**src/rtl/imm_pkg.sv**
```systemverilog
// Shared types and constants for the immediate generator.
// Optional feature macro: IMMGEN_CSR_ZIMM_EN (adds FMT_Z decode for CSR*I instructions).
package imm_pkg;

    localparam int IMM_FMT_W = 3;

    typedef enum logic [IMM_FMT_W-1:0] {
        FMT_NONE = 3'd0,
        FMT_I    = 3'd1,
        FMT_S    = 3'd2,
        FMT_B    = 3'd3,
        FMT_U    = 3'd4,
        FMT_J    = 3'd5,
        FMT_Z    = 3'd6
    } imm_fmt_e;

    localparam logic [6:0] OPC_LOAD   = 7'b0000011;
    localparam logic [6:0] OPC_OP_IMM = 7'b0010011;
    localparam logic [6:0] OPC_AUIPC  = 7'b0010111;
    localparam logic [6:0] OPC_STORE  = 7'b0100011;
    localparam logic [6:0] OPC_LUI    = 7'b0110111;
    localparam logic [6:0] OPC_BRANCH = 7'b1100011;
    localparam logic [6:0] OPC_JALR   = 7'b1100111;
    localparam logic [6:0] OPC_JAL    = 7'b1101111;
    localparam logic [6:0] OPC_SYSTEM = 7'b1110011;

endpackage

```
**src/rtl/imm_decode.sv**
```systemverilog
// Combinational RISC-V immediate extraction: instruction -> {imm, fmt, illeg}.
// Optional feature macro: IMMGEN_CSR_ZIMM_EN (CSR*I zimm decoded as FMT_Z).
module imm_decode
    import imm_pkg::*;
#(
    parameter int XLEN = 32
) (
    input  logic [31:0]             instr,
    output logic signed [XLEN-1:0]  imm,
    output imm_fmt_e                fmt,
    output logic                    illeg
);

    logic signed [31:0] raw;

    // Reassemble the scattered immediate into a 32-bit signed value, then widen to XLEN
    always_comb begin
        raw   = '0;
        fmt   = FMT_NONE;
        illeg = 1'b0;
        case (instr[6:0])
            OPC_LOAD, OPC_OP_IMM, OPC_JALR: begin
                fmt = FMT_I;
                raw = {{20{instr[31]}}, instr[31:20]};
            end
            OPC_SYSTEM: begin
`ifdef IMMGEN_CSR_ZIMM_EN
                if (instr[14]) begin
                    fmt = FMT_Z;
                    raw = {27'b0, instr[19:15]};
                end else begin
                    fmt = FMT_I;
                    raw = {{20{instr[31]}}, instr[31:20]};
                end
`else
                fmt = FMT_I;
                raw = {{20{instr[31]}}, instr[31:20]};
`endif
            end
            OPC_STORE: begin
                fmt = FMT_S;
                raw = {{20{instr[31]}}, instr[31:25], instr[11:7]};
            end
            OPC_BRANCH: begin
                fmt = FMT_B;
                raw = {{19{instr[31]}}, instr[31], instr[7], instr[30:25], instr[11:8], 1'b0};
            end
            OPC_LUI, OPC_AUIPC: begin
                fmt = FMT_U;
                raw = {instr[31:12], 12'b0};
            end
            OPC_JAL: begin
                fmt = FMT_J;
                raw = {{11{instr[31]}}, instr[31], instr[19:12], instr[20], instr[30:21], 1'b0};
            end
            default: begin
                illeg = 1'b1;
            end
        endcase
        // raw is signed, so the size cast replicates bit 31 (zimm keeps bit 31 clear)
        imm = XLEN'(raw);
    end

endmodule

```
**src/rtl/imm_gen_pipe.sv**
```systemverilog
// Pipelined immediate generator: decode, one output register and a one-entry skid buffer
// with valid/ready handshake and flush.
// Optional feature macro: IMMGEN_CSR_ZIMM_EN (passed through to imm_decode).
module imm_gen_pipe
    import imm_pkg::*;
#(
    parameter int XLEN = 32,
    parameter int ILEN = 32
) (
    input  logic             clk,
    input  logic             rst_n,
    input  logic             flush,
    input  logic             in_valid,
    output logic             in_ready,
    input  logic [ILEN-1:0]  in_instr,
    output logic             out_valid,
    input  logic             out_ready,
    output logic [XLEN-1:0]  out_imm,
    output imm_fmt_e         out_fmt,
    output logic [ILEN-1:0]  out_instr,
    output logic             out_illeg
);

    logic signed [XLEN-1:0] dec_imm_p0;
    imm_fmt_e               dec_fmt_p0;
    logic                   dec_illeg_p0;

    logic                   vld_p1;
    logic signed [XLEN-1:0] imm_p1;
    imm_fmt_e               fmt_p1;
    logic [ILEN-1:0]        instr_p1;
    logic                   illeg_p1;

    logic                   skid_vld;
    logic signed [XLEN-1:0] skid_imm;
    imm_fmt_e               skid_fmt;
    logic [ILEN-1:0]        skid_instr;
    logic                   skid_illeg;

    logic [1:0]             rst_sync;
    logic                   rst_int_n;
    logic                   accept;
    logic                   drain;

    imm_decode #(.XLEN(XLEN)) u_decode (
        .instr (in_instr),
        .imm   (dec_imm_p0),
        .fmt   (dec_fmt_p0),
        .illeg (dec_illeg_p0)
    );

    // Reset asserts asynchronously, releases two edges after rst_n rises
    always_ff @(posedge clk or negedge rst_n) begin
        if (!rst_n) rst_sync <= 2'b00;
        else        rst_sync <= {rst_sync[0], 1'b1};
    end
    assign rst_int_n = rst_sync[1];

    // The skid only ever fills while the output register is stalled, so an empty skid
    // guarantees room for one more transfer
    assign in_ready = !skid_vld;
    assign accept   = in_valid && in_ready;
    assign drain    = !vld_p1 || out_ready;

    // ---- stage p0 -> p1: output register, skid has priority over the new input ----
    always_ff @(posedge clk or negedge rst_int_n) begin
        if (!rst_int_n) begin
            vld_p1   <= 1'b0;
            imm_p1   <= '0;
            fmt_p1   <= FMT_NONE;
            instr_p1 <= '0;
            illeg_p1 <= 1'b0;
        end else if (flush) begin
            vld_p1   <= 1'b0;
        end else if (drain) begin
            if (skid_vld) begin
                vld_p1   <= 1'b1;
                imm_p1   <= skid_imm;
                fmt_p1   <= skid_fmt;
                instr_p1 <= skid_instr;
                illeg_p1 <= skid_illeg;
            end else begin
                vld_p1   <= accept;
                if (accept) begin
                    imm_p1   <= dec_imm_p0;
                    fmt_p1   <= dec_fmt_p0;
                    instr_p1 <= in_instr;
                    illeg_p1 <= dec_illeg_p0;
                end
            end
        end
    end

    // Skid captures a transfer accepted while the output register is stalled
    always_ff @(posedge clk or negedge rst_int_n) begin
        if (!rst_int_n) begin
            skid_vld   <= 1'b0;
            skid_imm   <= '0;
            skid_fmt   <= FMT_NONE;
            skid_instr <= '0;
            skid_illeg <= 1'b0;
        end else if (flush || drain) begin
            skid_vld   <= 1'b0;
        end else if (accept) begin
            skid_vld   <= 1'b1;
            skid_imm   <= dec_imm_p0;
            skid_fmt   <= dec_fmt_p0;
            skid_instr <= in_instr;
            skid_illeg <= dec_illeg_p0;
        end
    end

    assign out_valid = vld_p1;
    assign out_imm   = imm_p1;
    assign out_fmt   = fmt_p1;
    assign out_instr = instr_p1;
    assign out_illeg = illeg_p1;

endmodule

```
**config.mk**
```make
export PLATFORM = sky130hd
export DESIGN_NAME = imm_gen_pipe
export DESIGN_NICKNAME = d
export VERILOG_FILES = /design/src/rtl/imm_pkg.sv /design/src/rtl/imm_decode.sv /design/src/rtl/imm_gen_pipe.sv
export SDC_FILE = /design/constraint.sdc
export NUM_CORES = 1
export LEC_CHECK = 0
export ABC_AREA = 1
export BUFFER_PORTS_ARGS = -buffer_cell sky130_fd_sc_hd__buf_2
export CAP_MARGIN = 40
export CORE_ASPECT_RATIO = 2
export CORE_MARGIN = 2
export CORE_UTILIZATION = 35
export DETAILED_ROUTE_END_ITERATION = 7
export REMOVE_ABC_BUFFERS = 1
export SLEW_MARGIN = 20
export SYNTH_ARGS = -nofsm -noshare
export SYNTH_HDL_FRONTEND = slang
export SYNTH_HIERARCHICAL = 1
export SYNTH_SLANG_ARGS = --single-unit
```
**constraint.sdc**
```tcl
create_clock -name clk -period 4.6 [get_ports clk]
set_clock_uncertainty 0.1 [all_clocks]
set_input_delay 0.23 -clock clk [delete_from_list [all_inputs] [get_ports clk]]
set_output_delay 0.23 -clock clk [all_outputs]
set_load 0.005 [all_outputs]
```
# Word level (Yosys, flattened, before mapping)
# Index checks and enable logic that the tools add are counted.
totals:
  latch_bits: 0
  input_bits: 37
  out_inout_bits: 70
  memories: 0
  romBits: 0
  word_cells: 51
  mem_bits_rw: 0
  regBits: 140
op_classes:
  add_sub_neg: 0
  n_reduce_logical: 13
  bitwise: 2
  div_mod_pow: 0
  n_lt_le_gt_ge: 0
  n_mul: 0
  eq_ne: 9
  shifts: 0
  muxes: 16
op_table:
  columns: ["op", "n"]
  rows:
  - ["32-bit one-hot mux with 5 select lines", 1]
  - ["32-bit 2-to-1 mux", 4]
  - ["7-bit == test, second input constant", 4]
  - ["3-bit one-hot mux with 5 select lines", 1]
  - ["7-bit by 5-bit == test with 1-bit output, second input constant", 2]
  - ["7-bit by 6-bit == test with 1-bit output, second input constant", 2]
  - ["9-bit OR reduction", 1]
  - ["1-bit 2-to-1 mux", 8]
  - ["7-bit by 2-bit == test with 1-bit output, second input constant", 1]
  - ["3-bit 2-to-1 mux", 2]
  - ["2-bit nonzero test", 3]
  - ["4-bit OR reduction", 1]
  - ["3-bit AND reduction", 1]
  - ["1-bit logical NOT", 2]
  - ["1-bit logical OR", 2]
  - ["1-bit NOT", 2]
  - ["2-bit AND reduction", 1]
  - ["2-bit OR reduction", 1]
  - ["1-bit logical AND", 1]

# Logic depth before layout (Yosys ltp)
# Gate-level depths: netlist of the first run.
depth:
  depth_word: 5
  depth_mapped: 12
  ltp_nobuf: 11

# Modules after synthesis
# Netlist of the first run, hierarchy kept.
modules_own_cells:
  columns: ["mod", "area_each_um2", "n_inst", "cells_each", "seq_area_each_um2"]
  rows:
  - ["imm_gen_pipe", 6362.4, 1, 827, 3503.4]
  - ["imm_decode", 596.8, 1, 117, 0.0]

# Least setup slack after synthesis of the first run
# No wires, ideal clock.
synth_timing:
  path_kind: "register to register"
  from: "register skid_vld"
  to: "register skid_imm[11]"
  required_time_ns: 4.384
  setup_time_ns: 0.116
  t_arrival_ns: 1.153
  path_stages_with_launch: 8
  slack_ns: 3.231
  n_path_buf: 3
  period_less_slack_ns: 1.369
  cell_sequence: "dfrtp_1 -> buf_4 -> nor2_4 -> nand3_2 -> buf_2 -> buf_6 -> nand2_1 -> nand2_1"
synth_via:
  elab_chain_cells: 3
synth_lines:
  columns: ["item", "line_no", "rtl"]
  rows:
  - ["from (decl)", "imm_gen_pipe.sv:34", "logic skid_vld;"]
  - ["from (signal assigned)", "imm_gen_pipe.sv:97", "skid_vld <= 1'b0;"]
  - ["from (signal assigned)", "imm_gen_pipe.sv:103", "skid_vld <= 1'b0;"]
  - ["from (signal assigned)", "imm_gen_pipe.sv:105", "skid_vld <= 1'b1;"]
  - ["1-bit logical NOT", "imm_gen_pipe.sv:61", "assign in_ready = !skid_vld;"]
  - ["1-bit logical AND", "imm_gen_pipe.sv:62", "assign accept = in_valid && in_ready;"]
  - ["2-bit AND reduction (no line)", null, null]
  - ["to (signal assigned)", "imm_gen_pipe.sv:106", "skid_imm <= dec_imm_p0;"]
  - ["to (decl)", "imm_gen_pipe.sv:35", "logic signed [XLEN-1:0] skid_imm;"]
# Every way passes these cells.
# A chain may end at the register's enable or synchronous reset.

# Worst setup path after layout of the first run
layout_timing:
  from: "register skid_vld"
  to: "output in_ready"
layout_via:
  elab_chain_cells: 1
layout_lines:
  columns: ["item", "line_no", "rtl"]
  rows:
  - ["1-bit logical NOT", "imm_gen_pipe.sv:61", null]
  - ["to (decl)", "imm_gen_pipe.sv:14", "output logic in_ready,"]
# Every way passes these cells.

==> impl_metrics.sql, run 1 <==
INSERT INTO impl_metrics (metric_group, metric, value, unit) VALUES
('drt', 'route.antenna.remaining_nets', '0', ''),
('global_route', 'globalRoute.busiestLayer', 'met2', ''),
('cells_and_area', 'final_layout_size_suffix_gt1_share', '16.9', '%'),
('yosys', 'synthDistinctLibCells', '20', ''),
('yosys', 'post_synth_inst_count', '944', ''),
('global_route', 'overflow', '0', ''),
('sta', 'max_clock_freq', '414', 'MHz'),
('global_route', 'global_route.usage.met3', '4.15', '%'),
('global_route', 'grt_pass1_vias', '6392', ''),
('yosys', 'synth.cell_area', '6960', 'µm²'),
('yosys', 'synth_top_family_by_area', 'simple AND/OR/NAND/NOR gates', ''),
('power_and_ir_drop', 'pwr_density_cell', '381', 'nW/µm²'),
('yosys', 'synth_largest_type_area_fraction', '50.3', '%'),
('yosys', 'async_flop_share', '100', '%'),
('global_route', 'antenna_found_initial', '0', ''),
('worst_setup_path', 'worstPathCellList', 'inv_2 -> buf_4 -> buf_2', ''),
('drt', 'post-route-drc-count', '0', ''),
('placement', 'io_port_bufs', '106', ''),
('power_and_ir_drop', 'max-vdd-ir-drop', '0.000231', 'V'),
('global_route', 'grtUsageMet1', '23.2', '%'),
('sta', 'timing_worst_slew_pin_value', '830', 'ps'),
('cts', 'cts_tree', 'built', ''),
('drt', 'average_wire_length_per_cell_after_detail_routing', '15.1', 'µm'),
('floorplanning', 'core-area', '19700', 'µm²'),
('drt', 'detailedRoute.firstIterationViolations', '531', ''),
('cells_and_area', 'multiInputGateArea', '3060', 'µm²'),
('sta', 'timing.slew.headroom', '44.7', '%'),
('worst_setup_path', 'ff2ff_setup_slack', '2240', 'ps'),
('yosys', 'yosys_warnings', '6', ''),
('worst_hold_path', 'hp-class', 'in -> reg', ''),
('sta', 'report.final.setup_viol', '0', ''),
('sta', 'maxSlewViolCount', '0', ''),
('cts', 'clk_pin_slew', '60', 'ps'),
('worst_setup_path', 'start_kind', 'flip-flop', ''),
('cts', 'postCtsResizedCells', '0', ''),
('cells_and_area', 'areaGrowthSynthToFinish', '23.2', '%'),
('sta', 'fin_crit_period', '2410', 'ps'),
('floorplanning', 'area_enclosed_by_the_die_boundary', '21100', 'µm²'),
('floorplanning', 'initial_cell_density_of_the_core', '35.3', '%'),
('yosys', 'synthAdderAreaFrac', '0', '%'),
('cells_and_area', 'n_antenna_cell', '0', ''),
('drt', 'drtPass1Iterations', '5', ''),
('global_route', 'grtUsageTotal', '19.8', '%'),
('placement', 'dp.cells', '1262', ''),
('sta', 'rsz0062_at_grt', 'no', ''),
('cts', 'tritoncts_num_sinks', '140', ''),
('flow_run', 'max-cap-violations', '0', ''),
('cts', 'cts-buffers-inserted', '17', ''),
('yosys', 'synth_enable_flop_cells', '0', ''),
('global_route', 'grt_start_max_net_pins', '72', ''),
('yosys', 'yosysMostFrequentCell', 'nand2_1', ''),
('drt', 'routed_wirelength', '20000', 'µm'),
('sta', 'finalHoldViolCount', '0', ''),
('yosys', 'ys_ff_latch', '140', ''),
('drt', 'route.vias.total', '6420', ''),
('worst_setup_path', 'worst_ep_arrival_time', '2090', 'ps'),
('run_status', 'run_status', 'completed', ''),
('floorplanning', 'floorplan.die.height', '203', 'µm'),
('worst_setup_path', 'setup.worst_path.class', 'reg -> out', ''),
('global_route', 'global_route.usage.met2', '34.8', '%'),
('yosys', 'post_synth_mux_area_share', '0', '%'),
('worst_setup_path', 'critPathRequiredTime', '4270', 'ps'),
('sta', 'final.period_utilization', '52.5', '%'),
('cells_and_area', 'regArea', '3510', 'µm²'),
('yosys', 'share_of_synthesized_cell_area_in_and_or_nand_and_nor_gates', '43.5', '%'),
('global_route', 'wire_length_of_the_first_global_routing_pass', '33300', 'µm'),
('floorplanning', 'floorplan.rows', '73', ''),
('cells_and_area', 'nFillCells', '2118', ''),
('yosys', 'netlist_top_cells_area', 'dfrtp_1 (50%), nand2_1 (28%), nand3_1 (13%), buf_2 (2.2%), buf_4 (0.97%)', ''),
('yosys', 'post_synth_xor_area_fraction', '0', '%'),
('worst_setup_path', 'critical-path-max-stage-delay', '630', 'ps');
-- area by class of cell --
type / count / share of cell area [%]
sequential: 140 / 40.9
multi-input combinational: 722 / 35.7
timing repair buffer: 150 / 11.7
clock buffer: 20 / 5.44
tap: 262 / 3.82
clock inverter: 12 / 1.59
inverter: 20 / 0.875
-- registers in the layout, summed over array words and instances, names as in the netlist --
register,flops
out_valid,1
skid_illeg,1
skid_fmt,3
skid_vld,1
out_fmt,3
skid_imm,32
out_instr,32
rst_sync,2
out_imm,32
out_illeg,1
skid_instr,32
-- metrics by stage --
step           total power, mW  hold slack [ps]  instance area (µm²)  utilization, %  worst slack [ps]
2_1_floorplan             1.68             -166                 6620               -               311
3_3_place_gp              1.85            -84.1                 7580            38.4              2110
3_5_place_dp              1.87            -82.5                 7640            38.7              2050
4_1_cts                   3.30             2.14                 8560            43.4              2050
5_1_grt                   3.43             14.6                 8580            43.5              2050
6_report                  3.27             6.34                 8580            43.5              2190
-- cell usage in the layout, fill, tap and decap left out, types with 3 or more instances in the layout --
cell	synthesis	final
nand2_1	510	510
nand3_1	174	173
dfrtp_1	140	138
buf_2	30	106
dlygate4sd3_1	0	31
inv_1	17	17
clkbuf_16	0	17
nor2_1	11	11
nand2_2	9	9
buf_4	9	8
nor2_4	4	6
nand3_2	5	5
buf_12	0	5
inv_2	3	3
clkinvlp_4	0	3
clkinv_4	0	3
clkbuf_8	0	3
-- power breakdown --
group          leakage [nW]  internal [mW]  total [mW]  switching [mW]
registers              1.84           1.38        1.47          0.0890
clock network         0.289          0.844        1.40           0.556
logic                  2.85          0.158       0.400           0.242
-- timing repair --
action,4_1_cts,5_1_grt
setup buffers,0,0
hold buffers,31,0
endpoints found under the hold margin,31,0
-- path summary, 6_finish.rpt --
check	startpoint	end	cells after the start
max in group asynchronous	rst_sync[1]$_DFF_PN0_	skid_vld$_DFFE_PN0P_	1
setup / recovery	skid_vld$_DFFE_PN0P_	in_ready	3
hold / removal	in_instr[5]	skid_instr[5]$_DFFE_PN0P_	3
setup reg to reg	skid_vld$_DFFE_PN0P_	out_instr[30]$_DFFE_PN0P_	6
min in group asynchronous	rst_sync[1]$_DFF_PN0_	skid_instr[30]$_DFFE_PN0P_	0
hold reg to reg	rst_sync[1]$_DFF_PN0_	skid_instr[30]$_DFFE_PN0P_	0
-- cell families after synthesis --
| group | count (synthesis) |
|---|---|
| compound gates | 1 |
| buf+inv | 82 |
| flops | 140 |
| other cells | 1 |
| simple gates | 720 |
-- critical path: cells and delay by family (launching register included) --
| kind | cells | cell delay [ps] |
|---|---|---|
| buffers and inverters | 3 | 1000 |
| flip-flops | 1 | 630 |
-- metal layers --
metal	part of all wire, %	wire (µm)
met1	40	8010
met3	4.2	850
met5	0	0
met2	53	10700
met4	2.4	478
(Power assumes the default switching activity.)
==> run 2: changes to the inputs <==
- ABC_AREA: 1 -> 0
- clock period: 4.6 -> 2.34 ns (I/O delays scaled with it)
==> run 2 against run 1 <==
Effect of this change:
- core utilization grew 1.6 points
- largest cell class unchanged
- die area shrank 2.0%
- highest routed layer unchanged
- power grew 110%
==> impl_metrics.sql, run 2 <==
INSERT INTO impl_metrics (metric_group, metric, value, unit) VALUES
('run_status', 'run_status', 'completed', ''),
('placement', 'place_hpwl', '10600', 'µm'),
('yosys', 'yosysMostFrequentCell', 'mux2_2', ''),
('yosys', 'synth_enable_flop_cells', '0', ''),
('cts', 'cts.path.max_buffers', '2', ''),
('sta', 'fin_crit_period', '2150', 'ps'),
('sta', 'finalHoldViolCount', '0', ''),
('cts', 'clock_insertion_delay_worst_skew', '420', 'ps'),
('cts', 'tritoncts_num_sinks', '140', ''),
('cts', 'clk_pin_slew', '60', 'ps'),
('floorplanning', 'floorplan.die.height', '201', 'µm'),
('global_route', 'grt_start_max_net_pins', '70', ''),
('sta', 'timing_worst_slew_pin_value', '697', 'ps'),
('floorplanning', 'initial_cell_density_of_the_core', '35.5', '%'),
('placement', 'place_congestion', '0.747', ''),
('yosys', 'post_synth_inst_count', '487', ''),
('cells_and_area', 'areaGrowthSynthToFinish', '26.9', '%'),
('power_and_ir_drop', 'leakage_power', '4.12', 'nW'),
('worst_hold_path', 'min_delay_path_depth', '2', ''),
('yosys', 'yosys_warnings', '6', ''),
('cells_and_area', 'num-nets-final', '663', ''),
('sta', 'worst_slack', '186', 'ps'),
('cells_and_area', 'final_util', '45.1', '%'),
('sta', 'holdWs', '35.9', 'ps'),
('worst_setup_path', 'critical-path-max-stage-delay', '590', 'ps'),
('drt', 'routed_wirelength', '15700', 'µm'),
('cts', 'postCtsResizedCells', '0', ''),
('worst_setup_path', 'cpMaxStageDelayCell', 'a32oi_4', ''),
('sta', 'rsz0062_at_grt', 'no', ''),
('worst_setup_path', 'critical-path-top-cell-by-count', 'mux2_2', ''),
('cells_and_area', 'final_layout_size_suffix_gt1_share', '55.7', '%'),
('floorplanning', 'top_level_port_count', '107', ''),
('yosys', 'syn_avg_cell_area', '14.0', 'µm²'),
('global_route', 'antenna_found_initial', '0', ''),
('drt', 'route.antenna.remaining_nets', '0', ''),
('floorplanning', 'floorplan.rows', '72', ''),
('worst_setup_path', 'worstPathCellList', 'dlygate4sd3_1 -> buf_2 -> and4_1 -> a32oi_4 -> o21ai_1 -> mux2_2 -> mux2_2', ''),
('drt', 'route.vias.total', '4458', ''),
('cells_and_area', 'final-instance-count-excl-fill', '896', ''),
('cts', 'cts-buffers-inserted', '17', ''),
('worst_hold_path', 'hp-class', 'in -> reg', ''),
('yosys', 'yosys_top_cell_by_area', 'dfrtp_1', ''),
('drt', 'viasPerCell', '4.98', ''),
('cells_and_area', 'mostFrequentLayoutCell', 'mux2_2', ''),
('yosys', 'async_flop_share', '100', '%'),
('worst_setup_path', 'cp-end-kind', 'flip-flop', ''),
('floorplanning', 'die_width', '103', 'µm'),
('worst_setup_path', 'start_kind', 'primary input', ''),
('worst_setup_path', 'critical_path.max_fanout', '18', ''),
('worst_setup_path', 'critical_path.reg2reg.startpoint', 'out_valid$_DFFE_PN0P_', ''),
('power_and_ir_drop', 'pwr_density_cell', '795', 'nW/µm²'),
('sta', 'maxSlewViolCount', '0', ''),
('placement', 'placed_area', '7630', 'µm²'),
('worst_hold_path', 'timing.hold.worst.start', 'in_instr[5]', ''),
('yosys', 'yosysSeqAreaShare', '51.4', '%'),
('cts', 'clock-root-buffer', 'clkbuf_16', ''),
('yosys', 'synth.cell_area', '6820', 'µm²'),
('floorplanning', 'area_enclosed_by_the_die_boundary', '20700', 'µm²'),
('worst_setup_path', 'r2r_cells', '4', ''),
('worst_setup_path', 'worst_path_dominant_cell_family', 'compound AO/OA/AOI/OAI gates', ''),
('yosys', 'netlist_top_cells_area', 'dfrtp_1 (51%), mux2_2 (29%), mux2_4 (4.4%), mux2_1 (2.0%), nand3_1 (1.8%)', ''),
('drt', 'detailedRoute.firstIterationViolations', '134', ''),
('power_and_ir_drop', 'max-vdd-ir-drop', '0.000511', 'V'),
('cells_and_area', 'n_antenna_cell', '0', ''),
('cells_and_area', 'layout.cells.most_common_list', 'mux2_2 (173), dfrtp_1 (138), buf_2 (106)', ''),
('worst_hold_path', 'hold-path-endpoint', 'skid_instr[5]$_DFFE_PN0P_', ''),
('placement', 'post-place-ws', '215', 'ps'),
('worst_setup_path', 'critPathRequiredTime', '2540', 'ps'),
('worst_setup_path', 'ff2ff_setup_slack', '550', 'ps'),
('sta', 'final.period_utilization', '92.0', '%'),
('cells_and_area', 'layout.cell_area.non_filler', '8650', 'µm²'),
('placement', 'dp.cells', '833', ''),
('sta', 'max_clock_freq', '464', 'MHz'),
('sta', 'timing.slew.headroom', '53.5', '%'),
('worst_setup_path', 'critical_path.reg2reg.endpoint', 'out_instr[15]$_DFFE_PN0P_', ''),
('cts', 'cts_tree', 'built', ''),
('drt', 'drtPass1Iterations', '4', ''),
('drt', 'post-route-drc-count', '0', ''),
('yosys', 'synthDistinctLibCells', '46', ''),
('yosys', 'synth_largest_type_area_fraction', '51.4', '%'),
('sta', 'report.final.setup_viol', '0', ''),
('yosys', 'synth_flop_cell', 'dfrtp_1', ''),
('global_route', 'wire_length_of_the_first_global_routing_pass', '25500', 'µm'),
('worst_setup_path', 'setup.worst_path.class', 'in -> reg', ''),
('power_and_ir_drop', 'report.power.total', '6.88', 'mW'),
('global_route', 'grtUsageTotal', '16.3', '%'),
('global_route', 'overflow', '0', ''),
('drt', 'average_wire_length_per_cell_after_detail_routing', '17.6', 'µm'),
('global_route', 'grt_pass1_vias', '4829', ''),
('yosys', 'ys_ff_latch', '140', ''),
('floorplanning', 'core-area', '19200', 'µm²'),
('flow_run', 'max-cap-violations', '0', ''),
('worst_setup_path', 'path_buf_inv', '2', ''),
('worst_setup_path', 'worst_ep_arrival_time', '2360', 'ps'),
('cts', 'cts.htree.levels', '4', ''),
('yosys', 'ys_top_cells_by_count', 'mux2_2 (173), dfrtp_1 (140), nand3_1 (25)', ''),
('placement', 'io_port_bufs', '106', ''),
('sta', 'setup_total_negative_slack', '0', 'ps');
==> run 2: cell types whose count changed after synthesis, moves of 11 or more <==
| cell | previous run | this run |
|---|---|---|
| nand2_1 | 510 | 2 |
| clkbuf_1 | 16 | 1 |
| nand3_1 | 174 | 25 |
| o21ai_1 | 0 | 11 |
| mux2_1 | 0 | 12 |
| mux2_4 | 0 | 20 |
| mux2_2 | 0 | 173 |
==> run 2: repair_timing <==
| item | in CTS | in global routing |
|---|---|---|
| setup endpoints to repair | 0 | 0 |
| endpoints found under the hold margin | 45 | 0 |
| setup buffers | 0 | 0 |
| hold buffers | 33 | 0 |
==> run 2: metal layers <==
metal,share of wire (%),track usage (%),up-vias
met5,0,0,-
li1,-,-,2054
met2,56,30.0,90
met4,2.5,7.19,0
met3,2.9,2.81,26
met1,38,17.5,2288
==> run 2: power by group <==
group,internal (mW),switching [mW]
sequential,2.72,0.149
clock,2.15,1.02
combinational,0.478,0.357
total,5.35,1.53
==> run 2: worst max path at each step <==
stage,startpoint,to,slack [ps],depth (start not counted)
6_report,in_instr[1],out_imm[22]$_DFFE_PN0P_,190,7
5_1_grt,in_instr[0],out_imm[20]$_DFFE_PN0P_,100,7
4_1_cts,in_instr[1],out_imm[22]$_DFFE_PN0P_,200,7
3_5_place_dp,in_instr[3],out_imm[22]$_DFFE_PN0P_,210,6
3_3_place_gp,in_instr[5],out_imm[29]$_DFFE_PN0P_,280,6
2_1_floorplan,rst_sync[1]$_DFF_PN0_,out_fmt[0]$_DFFE_PN0P_,-1950,0
==> run 2: logic make-up (layout without fill, tap and decap cells) <==
kind of cell	Yosys count	after routing	synth area share, %
multiplexers	206	206	35.1
AO/OA/AOI/OAI	36	36	4.00
buffers and inverters	42	192	3.80
XOR/XNOR	1	1	0.129
flip-flops	140	140	51.4
AND/OR/NAND/NOR	61	61	5.51
other	1	1	0.0550
==> run 2: layout make-up <==
class	instances	area, µm²
Fill cell	1740	10500
Timing Repair Buffer	153	1030
Clock inverter	11	240
Sequential cell	140	3510
Tap cell	259	324
Inverter	9	33.8
Multi-Input combinational cell	305	3060
Clock buffer	19	453
